--- src/rtl/dmem_ctrl.sv ---
// Data-side memory controller: direct-mapped write-through word cache, in-order MSHR FIFO for
// load misses and a one-entry write buffer in front of a single-port backing memory.
module dmem_ctrl #(
    parameter int unsigned IDX_BITS   = 4,
    parameter int unsigned MSHR_DEPTH = 4
) (
    input  logic        clk,
    input  logic        rst,
    input  logic        mmio_req,
    input  logic        mmio_lw,
    input  logic [31:0] mmio_addr,
    input  logic [31:0] mmio_data_write,
    input  logic [4:0]  mmio_regD,
    output logic [31:0] mmio_data_read,
    output logic        hit_ack,
    output logic        miss_store,
    output logic        load_done_stall,
    output logic        passive_stall,
    output logic [4:0]  regD_done,
    output logic        mem_req,
    output logic        mem_we,
    output logic [31:0] mem_addr,
    output logic [31:0] mem_wdata,
    input  logic        mem_ready,
    input  logic [31:0] mem_rdata,
    output logic [2:0]  mshr_count
);

    localparam int unsigned LINES    = 2 ** IDX_BITS;
    localparam int unsigned TAG_BITS = 30 - IDX_BITS;
    localparam int unsigned PTR_W    = (MSHR_DEPTH > 1) ? $clog2(MSHR_DEPTH) : 1;

    localparam logic [1:0] ST_IDLE = 2'd0;
    localparam logic [1:0] ST_WR   = 2'd1;
    localparam logic [1:0] ST_RD   = 2'd2;
    localparam logic [1:0] ST_FILL = 2'd3;

    // Request address decode; the byte offset is irrelevant for word accesses.
    logic [29:0]          req_waddr;
    logic [IDX_BITS-1:0]  req_idx;
    logic [TAG_BITS-1:0]  req_tag;
    logic                 unused_addr_bits;

    assign req_waddr        = mmio_addr[31:2];
    assign req_idx          = mmio_addr[2 +: IDX_BITS];
    assign req_tag          = mmio_addr[31 -: TAG_BITS];
    assign unused_addr_bits = ^mmio_addr[1:0];

    // Cache storage
    logic [LINES-1:0]    line_valid_q;
    logic [TAG_BITS-1:0] line_tag_q  [LINES];
    logic [31:0]         line_data_q [LINES];
    logic                req_hit;

    assign req_hit = line_valid_q[req_idx] && (line_tag_q[req_idx] == req_tag);

    // MSHR FIFO
    logic [29:0]           mshr_addr_q [MSHR_DEPTH];
    logic [4:0]            mshr_rd_q   [MSHR_DEPTH];
    logic [MSHR_DEPTH-1:0] mshr_vld_q;
    logic [PTR_W-1:0]      head_q;
    logic [PTR_W-1:0]      tail_q;
    logic [2:0]            count_q;
    logic                  mshr_full;
    logic                  mshr_empty;
    logic                  mshr_match;
    logic [29:0]           head_addr;
    logic [IDX_BITS-1:0]   fill_idx;
    logic [TAG_BITS-1:0]   fill_tag;

    assign mshr_full  = (count_q == 3'(MSHR_DEPTH));
    assign mshr_empty = (count_q == 3'd0);
    assign head_addr  = mshr_addr_q[head_q];
    assign fill_idx   = head_addr[IDX_BITS-1:0];
    assign fill_tag   = head_addr[29:IDX_BITS];
    assign mshr_count = count_q;

    // Write buffer
    logic        wb_valid_q;
    logic [29:0] wb_addr_q;
    logic [31:0] wb_data_q;

    // Port FSM and registered memory interface
    logic [1:0]  state_q;
    logic [31:0] fill_q;
    logic        mem_req_q;
    logic        mem_we_q;
    logic [31:0] mem_addr_q;
    logic [31:0] mem_wdata_q;

    assign mem_req   = mem_req_q;
    assign mem_we    = mem_we_q;
    assign mem_addr  = mem_addr_q;
    assign mem_wdata = mem_wdata_q;

    logic push;
    logic pop;
    logic st_accept;

    assign pop = (state_q == ST_FILL);

    function automatic logic [PTR_W-1:0] ptr_inc(input logic [PTR_W-1:0] p);
        return (p == PTR_W'(MSHR_DEPTH - 1)) ? '0 : p + PTR_W'(1);
    endfunction

    // Detect a store to an address that still has a load miss outstanding.
    always_comb begin
        mshr_match = 1'b0;
        for (int i = 0; i < MSHR_DEPTH; i++) begin
            if (mshr_vld_q[i] && (mshr_addr_q[i] == req_waddr)) begin
                mshr_match = 1'b1;
            end
        end
    end

    // Prioritised one-cycle response to the memory stage.
    always_comb begin
        hit_ack         = 1'b0;
        miss_store      = 1'b0;
        load_done_stall = 1'b0;
        passive_stall   = 1'b0;
        mmio_data_read  = 32'd0;
        regD_done       = 5'd0;
        push            = 1'b0;
        st_accept       = 1'b0;
        if (state_q == ST_FILL) begin
            // Pipeline is stalled for the completion, so the request is not looked at.
            load_done_stall = 1'b1;
            mmio_data_read  = fill_q;
            regD_done       = mshr_rd_q[head_q];
        end else if (mmio_req) begin
            if (mmio_lw) begin
                if (req_hit) begin
                    hit_ack        = 1'b1;
                    mmio_data_read = line_data_q[req_idx];
                end else if (mshr_full || (wb_valid_q && (wb_addr_q == req_waddr))) begin
                    passive_stall = 1'b1;
                end else begin
                    miss_store = 1'b1;
                    push       = 1'b1;
                end
            end else begin
                if (wb_valid_q || mshr_match) begin
                    passive_stall = 1'b1;
                end else begin
                    hit_ack   = 1'b1;
                    st_accept = 1'b1;
                end
            end
        end
    end

    // Memory port sequencing; buffered writes go out before pending load misses.
    always_ff @(posedge clk or posedge rst) begin
        if (rst) begin
            state_q     <= ST_IDLE;
            fill_q      <= 32'd0;
            mem_req_q   <= 1'b0;
            mem_we_q    <= 1'b0;
            mem_addr_q  <= 32'd0;
            mem_wdata_q <= 32'd0;
        end else begin
            case (state_q)
                ST_IDLE: begin
                    if (wb_valid_q) begin
                        state_q     <= ST_WR;
                        mem_req_q   <= 1'b1;
                        mem_we_q    <= 1'b1;
                        mem_addr_q  <= {wb_addr_q, 2'b00};
                        mem_wdata_q <= wb_data_q;
                    end else if (!mshr_empty) begin
                        state_q     <= ST_RD;
                        mem_req_q   <= 1'b1;
                        mem_we_q    <= 1'b0;
                        mem_addr_q  <= {head_addr, 2'b00};
                        mem_wdata_q <= 32'd0;
                    end
                end
                ST_WR: begin
                    if (mem_ready) begin
                        state_q   <= ST_IDLE;
                        mem_req_q <= 1'b0;
                    end
                end
                ST_RD: begin
                    if (mem_ready) begin
                        state_q   <= ST_FILL;
                        mem_req_q <= 1'b0;
                        fill_q    <= mem_rdata;
                    end
                end
                default: begin
                    state_q <= ST_IDLE;
                end
            endcase
        end
    end

    // Write buffer: loaded by an accepted store, drained by the WR completion.
    always_ff @(posedge clk or posedge rst) begin
        if (rst) begin
            wb_valid_q <= 1'b0;
            wb_addr_q  <= 30'd0;
            wb_data_q  <= 32'd0;
        end else if ((state_q == ST_WR) && mem_ready) begin
            wb_valid_q <= 1'b0;
        end else if (st_accept) begin
            wb_valid_q <= 1'b1;
            wb_addr_q  <= req_waddr;
            wb_data_q  <= mmio_data_write;
        end
    end

    // MSHR pointers, occupancy and per-entry valid bits.
    always_ff @(posedge clk or posedge rst) begin
        if (rst) begin
            head_q     <= '0;
            tail_q     <= '0;
            count_q    <= 3'd0;
            mshr_vld_q <= '0;
        end else begin
            if (push) begin
                tail_q             <= ptr_inc(tail_q);
                mshr_vld_q[tail_q] <= 1'b1;
                count_q            <= count_q + 3'd1;
            end else if (pop) begin
                head_q             <= ptr_inc(head_q);
                mshr_vld_q[head_q] <= 1'b0;
                count_q            <= count_q - 3'd1;
            end
        end
    end

    // MSHR payload; qualified by the valid bits, so no reset needed.
    always_ff @(posedge clk) begin
        if (push) begin
            mshr_addr_q[tail_q] <= req_waddr;
            mshr_rd_q[tail_q]   <= mmio_regD;
        end
    end

    // Line valid bits: set only by a fill, stores never allocate.
    always_ff @(posedge clk or posedge rst) begin
        if (rst) begin
            line_valid_q <= '0;
        end else if (pop) begin
            line_valid_q[fill_idx] <= 1'b1;
        end
    end

    // Line tag/data: fill writes the whole line, a store hit refreshes only the data.
    always_ff @(posedge clk) begin
        if (pop) begin
            line_tag_q[fill_idx]  <= fill_tag;
            line_data_q[fill_idx] <= fill_q;
        end else if (st_accept && req_hit) begin
            line_data_q[req_idx] <= mmio_data_write;
        end
    end

endmodule

--- config.mk ---
export PLATFORM = sky130hd
export DESIGN_NAME = dmem_ctrl
export DESIGN_NICKNAME = d
export VERILOG_FILES = /design/src/rtl/dmem_ctrl.sv
export SDC_FILE = /design/constraint.sdc
export NUM_CORES = 1
export LEC_CHECK = 0
export CELL_PAD_IN_SITES_DETAIL_PLACEMENT = 1
export CELL_PAD_IN_SITES_GLOBAL_PLACEMENT = 2
export CORE_AREA = 2 2 545 276
export CTS_BUF_LIST = sky130_fd_sc_hd__clkbuf_8
export CTS_CLUSTER_DIAMETER = 100
export DETAILED_ROUTE_END_ITERATION = 6
export DIE_AREA = 0 0 547 278
export GPL_TIMING_DRIVEN = 0
export PLACE_DENSITY_LB_ADDON = 0.1
export SLEW_MARGIN = 20
export SYNTH_ARGS = -nofsm -noshare
export SYNTH_HDL_FRONTEND = slang
export SYNTH_SLANG_ARGS = --single-unit
--- constraint.sdc ---
create_clock -name clk -period 8.4 [get_ports clk]
set_input_delay 1.26 -clock clk [delete_from_list [all_inputs] [get_ports clk]]
set_output_delay 1.26 -clock clk [all_outputs]
set_load 0.1 [all_outputs]
==> metrics.md <==
| Metric | Value |
|---|---|
| WP buf/inv | `8` |
| Slowest stage cell, crit path | `dlygate4sd2_1` |
| Detailed Routing Iterations Pass 1 | `5` |
| Placeable Area | `147500 sq um` |
| DIE HEIGHT | `278 microns` |
| Worst setup path startpoint | `mmio_addr[2]` |
| CTS Buffer Depth | `4` |
| Cells after Synth | `2618` |
| Worst reg2reg path startpoint | `line_tag_q[5][1]$_DFFE_PP_` |
| Die area | `approximately 150000 sq um` |
| Hold_buf cts | `0` |
| Hpwl dp | `125000 microns` |
| Non-Filler Instances | `5230` |
| Synth unique cells | `64` |
| Nets@finish | `3204` |
| Routed Antenna Nets | `0` |
| Vias in the first global route | `29456` |
| Worst setup path class | `input port to output pin` |
| Most frequent cells in the layout | `1068 x edfxtp_1, 290 x mux4_2, 199 x clkbuf_8` |
| Number of CTS-inserted buffers | `194` |
| Input/output buffers | `210` |
| Initial DRC count | `just over 3000` |
| Post-synthesis sequential area ratio | `71.62%` |
| Num ports | `around 220` |
| Clk_skew | `0.06628 ns` |
| First-pass GRT wire length | `roughly 240000 microns` |
| Worst-Margin Slew | `1.276 ns` |
| Cell Rows | `100` |
| Routed wire length per instance | `33.29 microns` |
| CTS tree | `built` |
| Setup repair after global routing missed its margin | `no` |
| Fmax | `between 0.1 and 0.15 GHz` |
| Final Max Slew Viols | `0` |
| GR Overflow Total | `0` |
| GP Congestion | `0.8897` |
| Final min period | `8.259 ns` |
| Family with the most delay on the worst path | `buffers and inverters` |
| Critical path endpoint category | `output pin` |
| Fin crit share | `between 90 and 100%` |
| Max rail drop VDD | `about 0.34 mV` |
| Clk sinks | `1256` |
| Htree depth | `4` |
| Clock slew at reported path FFs | `0.06 ns` |
| Vias per Instance | `5.432` |
| Placed insts | `4877` |
| Critical Path RT | `7.14 ns` |
| Ys flop type | `edfxtp_1` |
| Drt total wl | `174100 microns` |
| Leak | `20.88 nW` |
| Final setup margin | `0.1410 ns` |
| Hold WC Path Type | `register to register` |
| Most common library cell in the layout ignoring fill and taps | `edfxtp_1` |
| Largest net degree at the start of global routing | `94` |
| EDFF count, synth | `1068` |
| Root Driver | `clkbuf_8` |
| Initial Util | `34.81%` |
| CP cell instances | `clkdlybuf4s50_1 -> buf_4 -> buf_4 -> buf_6 -> buf_2 -> buf_4 -> buf_2 -> xnor2_1 -> nand4_1 -> nor4_1 -> a22o_1 -> nand3b_1 -> a21oi_1 -> dlygate4sd2_1` |
| Avg Synthesized Cell Area | `~20 sq um` |
| Startpoint types | `input port` |
| Layout area overhead | `19.64%` |
| Setup WS pre-CTS | `-1.586 ns` |
| CP most frequent cell | `buf_4` |
| CP peak stage delay | `~0.9 ns` |
| Skew-Pair Late Insertion Delay | `0.91 ns` |
| Yosys reg bits | `1256` |
| Min-Delay Startpoint | `line_valid_q[10]$_DFFE_PP0P_` |
| Vias | `28409` |
| Setup violators final | `0` |
| Crit path max fanout | `10` |
| Final hold vios | `0` |
| DRC viols | `0` |
| Die Width | `~550 microns` |
| MaxCap Viol Count | `0` |
| Layout cell share with drive strength beyond 1 | `27.87%` |
| Status | `completed` |
| CP Data Arrival Time | `7.00 ns` |
| Mapped Area | `51350 sq um` |
| PwrDens | `about 320 nW/um^2` |
| Yosys warns | `0` |
| Synth async-reset ratio | `14.97%` |
| Initial antenna violation count | `16` |
| Slew Limit Headroom | `~15%` |
| Gr usage total | `22.88%` |
[report_power, final]
part | switching, mW | internal [mW] | leakage, nW
logic | 4.14 | 1.58 | 6.84
registers | 0.439 | 8.23 | 11.9
clock network | 2.51 | 2.57 | 2.10
total | 7.10 | 12.4 | 20.9
[Yosys cell counts, types with 3 or more instances]
cell | count | area, sq um
xor2_1 | 63 | 551.8
nor4_1 | 20 | 125.1
nand3b_1 | 3 | 22.52
nand2b_1 | 10 | 62.56
nor2_1 | 30 | 112.6
mux2_4 | 30 | 450.4
buf_1 | 23 | 86.33
a22o_1 | 36 | 315.3
inv_1 | 51 | 191.4
nand4_1 | 34 | 212.7
a2bb2oi_1 | 3 | 26.28
o2111ai_1 | 5 | 43.79
mux2i_1 | 84 | 840.8
nor3_1 | 5 | 25.02
nand2_1 | 94 | 352.8
o21a_1 | 6 | 45.04
buf_2 | 28 | 140.1
buf_4 | 17 | 127.6
or3_1 | 6 | 37.54
nor2b_1 | 6 | 37.54
mux4_2 | 290 | 6531
o221ai_1 | 3 | 26.28
clkbuf_1 | 66 | 247.7
a221oi_1 | 6 | 52.55
mux4_1 | 6 | 157.7
dfrtp_1 | 188 | 4705
edfxtp_1 | 1068 | 32070
mux2_1 | 4 | 45.04
ha_1 | 12 | 150.1
buf_12 | 4 | 80.08
mux2_2 | 101 | 1137
buf_6 | 16 | 180.2
and2_1 | 11 | 68.82
a21oi_1 | 19 | 95.09
xnor2_1 | 123 | 1077
or2_2 | 19 | 118.9
o22ai_1 | 14 | 87.58
and3_1 | 4 | 25.02
o21ai_0 | 70 | 350.3
nand3_1 | 10 | 50.05
[layer usage]
metal,routed length (microns),vias to the layer above,track usage [%]
li1,-,11461,-
met3,16350,206,7.369
met1,88710,15616,37.57
met2,66480,1120,28.88
met4,2452,6,3.860
met5,126,-,0.5941
[cell families after synthesis]
group,after synthesis,share of synthesized area (%)
flip-flops,1256,71.62
multiplexers,515,17.84
AND/OR/NAND/NOR,259,2.600
buffers and inverters,208,2.074
XOR/XNOR,186,3.173
AO/OA/AOI/OAI,180,2.351
adder cells (fa/ha/maj),13,0.3314
other,1,0.007303
[registers in the layout, indices dropped and copies added (netlist names), 3 cells and up]
signal / flops
line_tag_q: 416
mshr_vld_q: 4
line_data_q: 512
mem_addr: 30
wb_addr_q: 30
mem_wdata: 32
wb_data_q: 32
mshr_addr_q: 120
mshr_count: 3
mshr_rd_q: 20
line_valid_q: 16
fill_q: 32
[metrics by stage]
step | utilization [%] | TNS (ns) | cell area, sq um | hold WS, ns | power, mW
3_3_place_gp | 37.92 | -1839.95 | 55940 | 0.4463 | 14.19
5_1_grt | 41.64 | 0 | 61420 | 0.4881 | 20.24
3_5_place_dp | 39.17 | -46.94 | 57780 | 0.4557 | 14.54
2_1_floorplan | - | 0 | 51350 | 0.4287 | 12.16
6_report | 41.64 | 0 | 61430 | 0.4718 | 19.48
4_1_cts | 41.73 | 0 | 61550 | 0.4689 | 19.63
[layout make-up]
class                      count  area, sq um
antenna                        5        12.51
buffer                       154        893.4
clock buffer                 199         2739
clock inverter               148        935.9
fill                       14076        86090
inverter                      54        210.2
multi-input combinational   1155        13890
sequential                  1256        36780
tap                         1989         2489
timing repair buffer         270         3490
[final timing paths]
path	slack, ns	endpoint	cells past startpoint
min in group asynchronous	0.79	mshr_count[0]$_DFFE_PP0P_	2
worst min-delay path	0.47	line_valid_q[10]$_DFFE_PP0P_	1
worst max-delay path	0.14	passive_stall	14
worst max register to register	3.45	line_data_q[2][7]$_DFFE_PP_	13
max in group asynchronous	6.39	wb_data_q[9]$_DFFE_PP0P_	4
worst min register to register	0.47	line_valid_q[10]$_DFFE_PP0P_	1
[repair_timing]
action | 4_1_cts | 5_1_grt
endpoints found under the hold margin | 0 | 0
buffers inserted | 1 | 0
gates resized for setup | 152 | 68
pin swaps | 1 | 0
endpoints found under the setup margin | 35 | 34
No activity file was read; power rests on OpenSTA's default activity.
